$ cat src/rtl/rr_onehot_arbiter.sv
// Round-robin arbiter with a registered one-hot grant and valid/ready handshake.
// Optional RR_ARB_LOCK_EN adds a lock input that holds the priority pointer.
module rr_onehot_arbiter #(
    parameter int NUM_REQ = 8
) (
    input  logic               clk,
    input  logic               rst_n,
    input  logic [NUM_REQ-1:0] req,
    output logic               gnt_valid,
    output logic [NUM_REQ-1:0] gnt_onehot,
`ifdef RR_ARB_LOCK_EN
    input  logic               lock,
`endif
    input  logic               gnt_ready
);

    typedef enum logic {
        IDLE,
        GRANT
    } state_e;

    localparam logic [NUM_REQ-1:0] ONE = {{(NUM_REQ-1){1'b0}}, 1'b1};

    generate
        if (NUM_REQ < 2) begin : g_bad_param
            $error("rr_onehot_arbiter: NUM_REQ must be at least 2");
        end
    endgenerate

    state_e             state_q, state_d;
    logic               valid_q, valid_d;
    logic [NUM_REQ-1:0] gnt_q, gnt_d;
    logic [NUM_REQ-1:0] ptr_q, ptr_d;

    logic               hs;
    logic               lock_eff;
    logic               hold_same;
    logic [NUM_REQ-1:0] ptr_adv;
    logic [NUM_REQ-1:0] ptr_src;
    logic [NUM_REQ-1:0] sel;

    // Lowest set bit at or above the one-hot pointer, else lowest set bit overall.
    function automatic logic [NUM_REQ-1:0] pick(
        input logic [NUM_REQ-1:0] r,
        input logic [NUM_REQ-1:0] p
    );
        logic [NUM_REQ-1:0] therm;
        logic [NUM_REQ-1:0] hi;
        therm = ~(p - ONE);
        hi    = r & therm;
        if (|hi) begin
            pick = hi & (~hi + ONE);
        end else begin
            pick = r & (~r + ONE);
        end
    endfunction

`ifdef RR_ARB_LOCK_EN
    assign lock_eff = lock;
`else
    assign lock_eff = 1'b0;
`endif

    assign hs        = valid_q & gnt_ready;
    assign ptr_adv   = {gnt_q[NUM_REQ-2:0], gnt_q[NUM_REQ-1]};
    assign ptr_src   = (hs && !lock_eff) ? ptr_adv : ptr_q;
    assign hold_same = lock_eff & (|(req & gnt_q));
    assign sel       = pick(req, ptr_src);

    always_comb begin
        state_d = state_q;
        valid_d = valid_q;
        gnt_d   = gnt_q;
        ptr_d   = ptr_q;
        unique case (state_q)
            IDLE: begin
                if (|req) begin
                    gnt_d   = sel;
                    valid_d = 1'b1;
                    state_d = GRANT;
                end
            end
            GRANT: begin
                if (hs) begin
                    ptr_d = ptr_src;
                    if (hold_same) begin
                        gnt_d = gnt_q;
                    end else if (|req) begin
                        gnt_d = sel;
                    end else begin
                        gnt_d   = '0;
                        valid_d = 1'b0;
                        state_d = IDLE;
                    end
                end
            end
            default: begin
                gnt_d   = '0;
                valid_d = 1'b0;
                state_d = IDLE;
            end
        endcase
    end

    always_ff @(posedge clk or negedge rst_n) begin
        if (!rst_n) begin
            state_q <= IDLE;
            valid_q <= 1'b0;
            gnt_q   <= '0;
            ptr_q   <= ONE;
        end else begin
            state_q <= state_d;
            valid_q <= valid_d;
            gnt_q   <= gnt_d;
            ptr_q   <= ptr_d;
        end
    end

    assign gnt_valid  = valid_q;
    assign gnt_onehot = gnt_q;

endmodule

$ cat config.mk
export PLATFORM = sky130hd
export DESIGN_NAME = rr_onehot_arbiter
export DESIGN_NICKNAME = d
export VERILOG_FILES = /design/src/rtl/rr_onehot_arbiter.sv
export SDC_FILE = /design/constraint.sdc
export NUM_CORES = 1
export LEC_CHECK = 0
export CORE_ASPECT_RATIO = 2
export CORE_UTILIZATION = 48
export CTS_BUF_LIST = sky130_fd_sc_hd__clkbuf_16
export DETAILED_ROUTE_END_ITERATION = 10
export GPL_TIMING_DRIVEN = 0
export PLACE_DENSITY = 0.71
export RECOVER_POWER = 25
export SLEW_MARGIN = 0
export SYNTH_ARGS = -nofsm -noshare
export SYNTH_HDL_FRONTEND = slang
export SYNTH_SLANG_ARGS = --single-unit
$ cat constraint.sdc
create_clock -name clk -period 2.5 [get_ports clk]
set_input_delay 0.25 -clock clk [delete_from_list [all_inputs] [get_ports clk]]
set_output_delay 0.25 -clock clk [all_outputs]
set_load 0.005 [all_outputs]
-- Word-level counts from Yosys, hierarchy flattened
Cells that the tools add are included.
- register bits after elaboration: 18
- output and inout bits: 9
- add/subtract/negate cells: 3
- equality and inequality tests: 3
- mux-type cells: 13
- bitwise gates (word level): 8
- reduce and logical (&&, ||, !) cells: 5
- operator list (operator ; count):
    8-bit two-way mux ; 5
    8-bit bitwise AND ; 3
    8-bit NOT ; 3
    8-bit by 1-bit adder with 8-bit output, second input constant ; 2
    8-bit case mux with 2 select lines ; 1
    8-bit OR reduction ; 2
    8-bit by 1-bit subtractor with 8-bit output, second input constant ; 1
    1-bit two-way mux ; 5
    2-bit != test, second input constant ; 2
    1-bit case mux with 2 select lines ; 2
    2-bit AND reduction ; 2
    3-bit AND reduction ; 1
    2-bit by 1-bit != test with 1-bit output, second input constant ; 1
    1-bit bitwise AND ; 1
    1-bit NOT ; 1

-- Depth between registers and ports, before layout
- depth in word-level cells: 12
- mapped depth: 11

-- Worst setup path before layout
No wires, ideal clock.
- path kind: flip-flop to flip-flop
- start point: register valid_q (netlist: gnt_valid)
- end point: register gnt_q[2] (netlist: gnt_onehot[2])
- setup time: 0.086 ns
- arrival time: 2.313 ns
- data required time: 2.414 ns
- slack: 0.101 ns
- stages on the path, launching flop included: 12
- path buffers: 2
- clock period less this slack: 2.399 ns
- path through: dfrtp_1 -> buf_6 -> buf_6 -> and3_1 -> nor2_1 -> ha_1 -> nor3b_1 -> xor2_1 -> mux2i_1 -> a221o_1 -> nand4b_4 -> o221ai_2
- cells in the longest elaborated chain, start to end: 12
- elaborated cells on any way between the ends: 16
- ends and longest elaborated chain (item ; line ; text):
    start, declared ; 31 ; logic valid_q, valid_d;
    start signal, assigned ; 113 ; valid_q <= valid_d;
    1-bit bitwise AND (*) ; 64 ; assign hs = valid_q & gnt_ready;
    8-bit two-way mux ; 66 ; assign ptr_src = (hs && !lock_eff) ? ptr_adv : ptr_q;
    8-bit by 1-bit subtractor with 8-bit output ; 49 ; therm = ~(p - ONE);
    8-bit NOT ; 49 ;
    8-bit bitwise AND ; 50 ; hi = r & therm;
    8-bit NOT ; 52 ; pick = hi & (~hi + ONE);
    8-bit by 1-bit adder with 8-bit output ; 52 ;
    8-bit bitwise AND ; 52 ;
    8-bit two-way mux ; 51 ; if (|hi) begin
    8-bit two-way mux ; 88 ; end else if (|req) begin
    8-bit two-way mux ; 84 ; if (hs) begin
    8-bit case mux with 2 select lines ; 75 ; unique case (state_q)
    end signal, assigned ; 114 ; gnt_q <= gnt_d;
    end, declared ; 32 ; logic [NUM_REQ-1:0] gnt_q, gnt_d;
Every way passes the cells marked *; elsewhere a longest branch is shown, timed or not. The select of a mux whose other input is x is not followed.
A chain may end at the register's enable or synchronous reset.

-- Worst setup path after layout
- start point: register valid_q (netlist: gnt_valid)
- end point: register gnt_q[0] (netlist: gnt_onehot[0])
The elaborated chain is that of the path after synthesis.

==> summary.txt <==
Outcome
  – Status: complete, no violations

Synthesis
  – Commonest register cell after synthesis: dfrtp_1
  – Synthesized area per cell: just over 10 um2
  – Number of flops mapped to enable cells by yosys: 0
  – Cells after Synth: 133
  – Post-synthesis adder-cell area fraction: 0.9302%
  – Post-synthesis register bit count: 18
  – Ys async rst share: 100.0%
  – Yosys cell types: 49
  – Synthesized cell area: roughly 1300 um2
  – Synth Area in Simple Gates: 24.28%
  – YS warnings: 0
  – Syn nets: about 150
  – XOR/XNOR Fraction of Synth Area: roughly 2.0%
  – Compound-Gate Fraction of Synth Area: a little under a quarter
  – Post-synthesis sequential area ratio: 33.58%
  – Proportion of synthesized area in mux cells: between 10% and 20%
  – Largest family of logic cells by synthesized area: simple AND/OR/NAND/NOR gates

Job
  – Max cap viols: 0

Setup path
  – R2r worst-path depth: 10
  – Setup Crit Path Kind: reg -> reg
  – FF-to-FF End: gnt_onehot[0]$_DFFE_PN0P_
  – Crit path DAT: approximately 2.6 ns
  – Crit end category: flip-flop
  – FF-to-FF setup slack: between 0.03 and 0.04 ns
  – Crit path max fanout: 5
  – RR Startpoint: gnt_valid$_DFFE_PN0P_
  – CP max stage cell: dfrtp_2
  – Startpoint types: flip-flop
  – Worst-path cell chain: buf_8, and3_4, nor2_4, ha_4, nor3b_4, xor2_1, mux2i_1, a221o_1, nand4b_4, o221ai_2
  – Max incr delay on CP: between 0.4 and 0.5 ns
  – Worst Path Required: 2.66 ns

Timing
  – Final hold viol count: 0
  – Sum of negative setup slack: 0 ns
  – Slew @ Worst Pin: roughly 0.86 ns
  – Fmax: 405.3 MHz
  – RSZ-0062 raised after global routing: yes
  – Max Slew Vio Count: 0
  – Relative slew slack: 42.58%
  – Worst Skew: between 0.002 and 0.0025 ns
  – Final setup viols: 0
  – Final period util: 98.69%
  – Minimum clock period: about 2.5 ns

Floorplan
  – Core Region: 2603 um2
  – # IOs: 20
  – Floorplan row count: 26
  – Die H: between 70 and 80 um
  – Chip width: just under 40 um
  – Initial Util: between 50% and 60%
  – Full die area: about 3000 um2

Clock tree
  – CTS Root Cell: clkbuf_16
  – CTS Sinks: 18
  – Clk pin slew, worst setup/hold paths: roughly 0.05 ns
  – Clk buf depth: 2
  – CTS buffer count: 3
  – H-tree depth: 1
  – TritonCTS clock tree: yes
  – Worst skew pair latency: about 0.25 ns
  – # hold bufs at CTS: 0

Route
  – Drt pass-1 iters: 4
  – Vias per std cell: 6.375
  – Post-route ant nets: 0
  – Detailed Route WL: 3.703 mm
  – 1st-iter DRT viols: 46
  – Drt drc: 0
  – Routed via count: roughly 1,200
  – DR WL/cell: 19.29 um

Placed design
  – Placed cell area: about 1600 um2
  – Hpwl dp: 2.605 mm
  – Placed insts: about 180
  – PortBufs: 18
  – Gpl congestion: ~0.86

Global route
  – Largest net degree at the start of global routing: 19
  – Vias in the first global route: approximately 1,200
  – Initial antenna violation count: 0
  – First-pass GRT wire length: between 5 and 6 mm
  – GR Overflow Total: 0
  – Gr usage total: a little over a quarter

Final layout
  – Final cell count without fillers: 192
  – Diode count: 0
  – Area Growth Syn to Fin: 32.84%
  – Commonest cells after routing, fill and taps aside: clkdlybuf4s50_1, dfrtp_1, nand2_1
  – Final Cell Area: 1787 um2
  – Layout net count: 177
  – Most common cell after layout, fill and taps aside: clkdlybuf4s50_1
  – Layout cells sized above 1: ~32%
  – Final core utilization: ~69%

Pwr
  – Maximum vdd ir drop: ~0.82 mV
  – Tot Pwr: around 2000 uW
  – LEAKAGE: 0.0007621 uW
  – PD cells: roughly 1100 nW/um2

Hold path
  – HP Start: ptr_q[7]$_DFFE_PN0P_
  – Worst hold path class: reg -> reg
  – Hold Crit Depth: 1
  – Hold endpoint: ptr_q[7]$_DFFE_PN0P_
==> where the power goes <==
part / switching [uW] / internal [uW]
registers: 141 / 388
logic: 515 / 649
clock network: 106 / 212
==> critical path: cells and delay by family (launching register included) <==
kind                     cells  cell delay, ns
AO/OA/AOI/OAI                2            0.56
XOR/XNOR                     1            0.19
adder cells (fa/ha/maj)      1            0.17
buffers and inverters        1            0.14
flip-flops                   1            0.45
multiplexers                 1            0.12
AND/OR/NAND/NOR              4            0.75
==> how the worst max path moves through the flow <==
stage,startpoint,endpoint,slack (ns),depth (start not counted)
after floorplan,gnt_valid$_DFFE_PN0P_,gnt_onehot[2]$_DFFE_PN0P_,0.10,11
final,gnt_valid$_DFFE_PN0P_,gnt_onehot[0]$_DFFE_PN0P_,0.03,10
after global placement,req[2],gnt_onehot[5]$_DFFE_PN0P_,-0.17,7
after detailed placement,gnt_valid$_DFFE_PN0P_,gnt_onehot[3]$_DFFE_PN0P_,-0.24,11
after CTS,gnt_valid$_DFFE_PN0P_,gnt_onehot[2]$_DFFE_PN0P_,0.02,11
after global routing,gnt_valid$_DFFE_PN0P_,gnt_onehot[0]$_DFFE_PN0P_,-0.11,10
==> synth_stat cells (2+ instances only) <==
master	instances	share of area, %
nand2_1	13	3.6
buf_6	4	3.3
o221ai_2	3	3.3
nor2_2	2	0.93
a21oi_1	4	1.5
mux2i_1	5	3.7
mux2_2	8	6.7
nand3_1	5	1.9
o21ai_0	3	1.1
nor2_1	9	2.5
inv_1	6	1.7
a21o_1	2	1.1
a211oi_1	2	1.1
o21ai_1	4	1.5
a22o_1	2	1.3
nor4_1	2	0.93
dfrtp_1	17	32
and3_1	2	0.93
xor2_1	3	2.0
a21boi_0	3	1.7
o211ai_1	3	1.7
nor3b_1	4	2.2
==> logic make-up (layout without fill, tap and decap cells) <==
kind of cell               after synthesis  in the layout
AOI/OAI and AO/OA                       37             37
xor gates and xnor gates                 3              3
adders and majority gates                1              1
buffers and inverters                   10             41
DFF                                     18             18
muxes                                   13             13
and+or+nand+nor                         51             51
==> registers in the layout, indices dropped and copies added (netlist names) <==
| name | cells |
|---|---|
| state_q | 1 |
| gnt_valid | 1 |
| gnt_onehot | 8 |
| ptr_q | 8 |
==> timing repair <==
action                     in CTS  in global routing
setup endpoints to repair       8                  8
resized for setup              13                  7
setup buffers                   6                  4
pin swaps                       7                  5
==> metal layers <==
layer	up-vias	routed length [um]	global-route usage, %
met5	-	0	0
met4	0	94	11.03
met3	6	94	3.757
met2	29	2063	44.75
met1	623	1451	32.84
li1	566	-	-
==> stage by stage <==
| stage | worst slack (ns) | hold WS, ns |
|---|---|---|
| CTS | 0.01806 | 0.5019 |
| floorplan | 0.1009 | -0.04559 |
| detailed placement | -0.2397 | 0.4937 |
| global placement | -0.1661 | 0.4954 |
| finish | 0.03276 | 0.5194 |
| global route | -0.1127 | 0.5452 |
==> final cells by class <==
type                       instances  area, um2
multi-input combinational        105      904.6
fill                             200      815.8
sequential                        18      452.9
timing repair buffer              28      255.2
clock buffer                       3      75.07
buffer                             3      37.54
tap                               28      35.03
inverter                           6      22.52
clock inverter                     1      3.754
Note: power is estimated with default switching activity, not from simulation.
